## src/rtl/mem_arb_pkg.sv

```systemverilog
// Shared types and helpers for the unified memory-port arbiter.
package mem_arb_pkg;

  // Arbiter sequencer states; the encoding is also exported on the debug port.
  typedef enum logic [2:0] {
    ST_IDLE    = 3'd0,
    ST_GNT_IF  = 3'd1,
    ST_GNT_MA  = 3'd2,
    ST_RESP_IF = 3'd3,
    ST_RESP_MA = 3'd4
  } arb_state_e;

  // Width of the anti-starvation streak counter (MAX_STREAK is at most 15).
  localparam int STREAK_W = 4;

  // MA wins a cycle in IDLE unless IF is waiting and MA has used up its streak.
  function automatic logic ma_wins(input logic                if_req,
                                   input logic [STREAK_W-1:0] streak,
                                   input logic [STREAK_W-1:0] max_streak);
    return !if_req || (streak < max_streak);
  endfunction

endpackage

```

## src/rtl/mem_arb.sv

```systemverilog
// Unified memory-port arbiter: shares one single-ported memory between the
// instruction fetch (IF) and load/store (MA) stages, one access at a time.
//
// Handshake: every request (iw_if_req, iw_ma_req, ow_mem_req) is a level that
// the initiator holds, with its address/data stable, until the matching
// one-cycle completion pulse (ow_if_ack, ow_ma_ack, iw_mem_ack). Response data
// is valid in the ack cycle. A requester may drop or change its request in its
// own ack cycle; the arbiter only samples requests in IDLE.
module mem_arb
  import mem_arb_pkg::*;
#(
  parameter int ADDR_W     = 24,
  parameter int DATA_W     = 24,
  parameter int MAX_STREAK = 4,
  parameter int TIMEOUT    = 255
) (
  input  logic              iw_clk,
  input  logic              iw_rst_n,
  input  logic              iw_if_req,
  input  logic [ADDR_W-1:0] iw_if_addr,
  output logic              ow_if_ack,
  output logic [DATA_W-1:0] ow_if_data,
  input  logic              iw_ma_req,
  input  logic              iw_ma_we,
  input  logic [ADDR_W-1:0] iw_ma_addr,
  input  logic [DATA_W-1:0] iw_ma_wdata,
  output logic              ow_ma_ack,
  output logic [DATA_W-1:0] ow_ma_rdata,
  output logic              ow_mem_req,
  output logic              ow_mem_we,
  output logic [ADDR_W-1:0] ow_mem_addr,
  output logic [DATA_W-1:0] ow_mem_wdata,
  input  logic              iw_mem_ack,
  input  logic [DATA_W-1:0] iw_mem_rdata,
  output logic              ow_if_stall,
  output logic              ow_ma_stall,
  output logic              ow_err,
  output logic [2:0]        ow_dbg_state
);

  localparam logic [STREAK_W-1:0] STREAK_MAX = STREAK_W'(MAX_STREAK);
  localparam int                  WD_W       = (TIMEOUT < 2) ? 1 : $clog2(TIMEOUT + 1);
  localparam bit                  WD_EN      = (TIMEOUT != 0);
  // Last grant cycle index allowed before the access is aborted.
  localparam logic [WD_W-1:0]     WD_LAST    = (TIMEOUT == 0) ? '0 : WD_W'(TIMEOUT - 1);

  arb_state_e          state;
  logic [STREAK_W-1:0] streak;
  logic [WD_W-1:0]     wdog;

  // Stalls follow the requests combinationally so the pipeline sees them at once.
  assign ow_if_stall  = iw_if_req && !ow_if_ack;
  assign ow_ma_stall  = iw_ma_req && !ow_ma_ack;
  assign ow_dbg_state = state;

  // Arbitration, memory sequencing, streak and watchdog counters.
  always_ff @(posedge iw_clk or negedge iw_rst_n) begin
    if (!iw_rst_n) begin
      state        <= ST_IDLE;
      streak       <= '0;
      wdog         <= '0;
      ow_if_ack    <= 1'b0;
      ow_if_data   <= '0;
      ow_ma_ack    <= 1'b0;
      ow_ma_rdata  <= '0;
      ow_mem_req   <= 1'b0;
      ow_mem_we    <= 1'b0;
      ow_mem_addr  <= '0;
      ow_mem_wdata <= '0;
      ow_err       <= 1'b0;
    end else begin
      ow_if_ack <= 1'b0;
      ow_ma_ack <= 1'b0;
      ow_err    <= 1'b0;
      case (state)
        ST_IDLE: begin
          if (!iw_if_req) streak <= '0;
          if (iw_ma_req && ma_wins(iw_if_req, streak, STREAK_MAX)) begin
            state        <= ST_GNT_MA;
            ow_mem_req   <= 1'b1;
            ow_mem_we    <= iw_ma_we;
            ow_mem_addr  <= iw_ma_addr;
            ow_mem_wdata <= iw_ma_wdata;
            wdog         <= '0;
            // Only reachable with streak below the limit, so this saturates.
            if (iw_if_req) streak <= streak + 1'b1;
          end else if (iw_if_req) begin
            state        <= ST_GNT_IF;
            ow_mem_req   <= 1'b1;
            ow_mem_we    <= 1'b0;
            ow_mem_addr  <= iw_if_addr;
            ow_mem_wdata <= '0;
            wdog         <= '0;
            streak       <= '0;
          end
        end
        ST_GNT_IF, ST_GNT_MA: begin
          if (iw_mem_ack) begin
            // A memory ack on the last watchdog cycle still completes normally.
            ow_mem_req <= 1'b0;
            if (state == ST_GNT_IF) begin
              ow_if_data <= iw_mem_rdata;
              ow_if_ack  <= 1'b1;
              state      <= ST_RESP_IF;
            end else begin
              if (!ow_mem_we) ow_ma_rdata <= iw_mem_rdata;
              ow_ma_ack <= 1'b1;
              state     <= ST_RESP_MA;
            end
          end else if (WD_EN && (wdog == WD_LAST)) begin
            ow_mem_req <= 1'b0;
            ow_err     <= 1'b1;
            if (state == ST_GNT_IF) begin
              ow_if_data <= '0;
              ow_if_ack  <= 1'b1;
              state      <= ST_RESP_IF;
            end else begin
              ow_ma_rdata <= '0;
              ow_ma_ack   <= 1'b1;
              state       <= ST_RESP_MA;
            end
          end else if (WD_EN) begin
            wdog <= wdog + 1'b1;
          end
        end
        ST_RESP_IF, ST_RESP_MA: begin
          state <= ST_IDLE;
        end
        default: begin
          state <= ST_IDLE;
        end
      endcase
    end
  end

endmodule

```

## config.mk

```make
export PLATFORM = sky130hd
export DESIGN_NAME = mem_arb
export DESIGN_NICKNAME = d
export VERILOG_FILES = /design/src/rtl/mem_arb_pkg.sv /design/src/rtl/mem_arb.sv
export SDC_FILE = /design/constraint.sdc
export NUM_CORES = 1
export LEC_CHECK = 0
export BUFFER_PORTS_ARGS = -buffer_cell sky130_fd_sc_hd__buf_2
export CORE_ASPECT_RATIO = 1.25
export CORE_UTILIZATION = 30
export DETAILED_ROUTE_END_ITERATION = 7
export PLACE_DENSITY = 0.52
export SYNTH_ARGS = -nofsm -noshare
export SYNTH_HDL_FRONTEND = slang
export SYNTH_SLANG_ARGS = --single-unit
```

## constraint.sdc

```tcl
create_clock -name iw_clk -period 2.2 [get_ports iw_clk]
set_input_delay 0.22 -clock iw_clk [delete_from_list [all_inputs] [get_ports iw_clk]]
set_output_delay 0.22 -clock iw_clk [all_outputs]
set_load 0.05 [all_outputs]
```

==> flow_summary.yaml <==
status:
  outcome: "finished, final reports clean"
clock_network:
  clk_pin_slew_worst_paths_ps: 60
  cts_sinks: 116
  cts_inserted_buffers: 17
  postCtsSetupBuffers: 0
  root_buffer: "clkbuf_16"
  cts_tree: "yes"
  worst_skew_pair.late_latency_ps: 410
  htree_levels: 4
  clock_path_buffers: 2
power:
  p_leak_nw: 3.393
  peakVddDrop_uv: 685.1
  power_per_cell_area_mw_per_mm2: 1889
route:
  drt-wirelength-per-cell_um: 15.57
  detail_route.iter0.violations: 177
  num_vias: 3723
  detail-route-antenna-nets: 0
  drt_first_pass_iters: 7
  post-route-drc-count: 0
  finalWirelength_mm: 11.99
  via_per_inst: 4.835
synthesis:
  syn_area_mm2: 0.004592
  synth.top_cell.area_share: 0.6322
  yosysUniqueCellTypes: 38
  syn_avg_cell_area_um2: 12.62
  ys.warnings.count: 0
  synth_top_cells_by_area: "dfrtp_1 (63%), a22o_1 (14%), mux2i_1 (5.4%)"
  synth_most_common_cell: "dfrtp_1"
  netlist_instances: 364
  synth_async_sr_flop_share: 1.000
  post-synth-top-area-cell: "dfrtp_1"
  synthFlopType: "dfrtp_1"
  seq_area_frac_synth: 0.6322
  synth_edf_count: 0
  synth_nets: 469
  synth.ff_latch_count: 116
  ys_top_cells_by_count: "dfrtp_1 (116), a22o_1 (74), nand2_1 (33)"
timing:
  final-max-slew-violation-count: 0
  worstMarginPinSlew_ps: 637.3
  totalNegativeSetupSlack_ps: 0
  period_minus_slack_ps: 1952
  final_setup_vio_count: 0
  postLayoutSetupSlackWorst_ps: 248.0
  timing.clock.skew_ps: 8.693
  max_freq_mhz: 512.3
  timing.final.crit_share: 0.8873
  grt_setup_unrepaired: "no"
  hold_violations: 0
  timing.max_slew.rel_slack: 0.5740
run:
  max-cap-violations: 0
placed_design:
  gpl.final_weighted_congestion: 0.7298
  dp.cells: 737
  post-place-ws_ps: 175.6
  placed_area_mm2: 0.005847
  numPortBuffers: 207
  detailedPlacementHpwl_mm: 8.447
global_routing:
  wire_length_of_the_first_global_routing_pass_mm: 19.18
  grt_start_max_net_pins: 49
  grt_pass1_vias: 3695
  gr-total-overflow: 0
  track_usage: 0.1570
  initial_antenna_violation_count: 0
finish:
  num-nets-final: 680
  final_design_area_no_fill_mm2: 0.006462
  number_of_fill_cells: 1467
  seq_area_mm2: 0.002903
  final_core_util: 0.4322
  multi_input_gate_area_in_the_final_layout_mm2: 0.001582
  layoutNonFillerInstCount: 770
  post_route_cells_drive_above_1_share: 0.4388
  insertedDiodeCount: 0
  area.growth.synth_to_final_pct: 40.74
critical_path:
  cp-end-kind: "flop"
  path_buf_inv: 1
  crit_path_max_fanout: 48
  timing.critical_path.from_type: "flop"
  worst-setup-path-type: "reg -> reg"
  required_time_of_the_worst_setup_path_ps: 2480
  critical_path.cell_chain: "nor3_1, nand2_2, buf_12, nand2_1, o21ai_0"
  crit_path_top_delay_cell: "dfrtp_1"
  timing.critical_path.max_delay_family: "simple AND/OR/NAND/NOR gates"
  slowest_delay_ps: 480
  critPathArrivalTime_ps: 2230
floorplanning:
  die_height_um: 140.3
  i_o_pin_cnt: 208
  fp.dieW_um: 112.7
  dieArea_mm2: 0.01581
  initial_utilization: 0.3071
  core_region_area_mm2: 0.01495
  rows: 50
min_path:
  min_delay_path_class: "in -> reg"
[per-layer routing]
layer | global-route usage | part of all wire | vias up
met3 | 0.04587 | 0.054 | 17
met2 | 0.2346 | 0.45 | 151
met1 | 0.2093 | 0.47 | 1779
li1 | - | - | 1776
met5 | 0 | 0 | -
met4 | 0.07228 | 0.018 | 0
[path summary, 6_finish.rpt]
path,from,slack [ps],cells past startpoint,endpoint
hold / removal,iw_ma_wdata[18],20,2,ow_mem_wdata[18]
min in group asynchronous,iw_rst_n,380,2,wdog[3]
max in group asynchronous,iw_rst_n,1140,3,ow_mem_wdata[8]
setup reg to reg,ow_dbg_state[1],250,5,ow_mem_addr[22]
setup / recovery,ow_dbg_state[1],250,5,ow_mem_addr[22]
hold reg to reg,ow_mem_addr[14],470,2,ow_mem_addr[14]
[worst register-to-register path: cells and delay by family, from the launching register on]
family	cells	cell delay (ps)
buffers and inverters	1	330
DFF	1	480
and+or+nand+nor	3	950
AOI/OAI and AO/OA	1	80
[state kept, by name, indices dropped and copies added (netlist names), 3 cells and up]
name and flops:
ow_dbg_state 3, ow_if_data 24, ow_ma_rdata 24, ow_mem_addr 24, ow_mem_wdata 24, streak 4
wdog 8
[report_power, final]
group | total (mW) | switching [mW] | internal (mW)
Combinational | 5.87 | 4.37 | 1.50
Clock | 2.78 | 1.08 | 1.70
Sequential | 3.56 | 0.534 | 3.03
Total | 12.2 | 5.98 | 6.23
[through the flow]
step / hold WS, ps / total power, mW
after detailed placement: 289.1 / 9.501
after global placement: 293.5 / 9.429
after global routing: 8.212 / 12.85
after floorplan: -75.59 / 8.000
after CTS: 2.663 / 12.33
final: 24.62 / 12.21
[final cells by class]
cell class | instances | share of cell area
timing repair buffer | 217 | 0.1766
inverter | 3 | 0.001742
tap | 182 | 0.03524
multi-input combinational | 220 | 0.2447
clock buffer | 17 | 0.06583
clock inverter | 15 | 0.02672
sequential | 116 | 0.4492
[placed cells by master, fill, tap and decap left out, types with 3 or more instances in the layout]
cell type   synthesis  routed
dfrtp_1           116     116
nor3_1              4       4
buf_2               7     206
nor4_1              3       3
inv_1               3       3
mux2i_1            25      25
or3_1               3       3
nor2b_1             3       3
nand2_1            33      32
inv_6               0       3
clkbuf_16           0      17
inv_8               0       3
a21oi_1             5       5
ha_1                3       3
nand3_1             4       4
and2_1              3       3
o21ai_0            29      29
clkinvlp_4          0       4
a22o_1             74      74
buf_4               0       8
nor2_1              7       7
[cells by family after synthesis]
family,synth area share
adders and majority gates,0.008175
xor gates and xnor gates,0.001908
and+or+nand+nor,0.07303
buffers and inverters,0.02643
muxes,0.05940
DFF,0.6322
AOI/OAI and AO/OA,0.1989
[repair_timing]
action,4_1_cts,5_1_grt
gates resized for setup,0,1
hold endpoints to repair,45,0
hold buffers,1,0
setup endpoints to repair,0,3
Power figures use the tool's default switching activity.
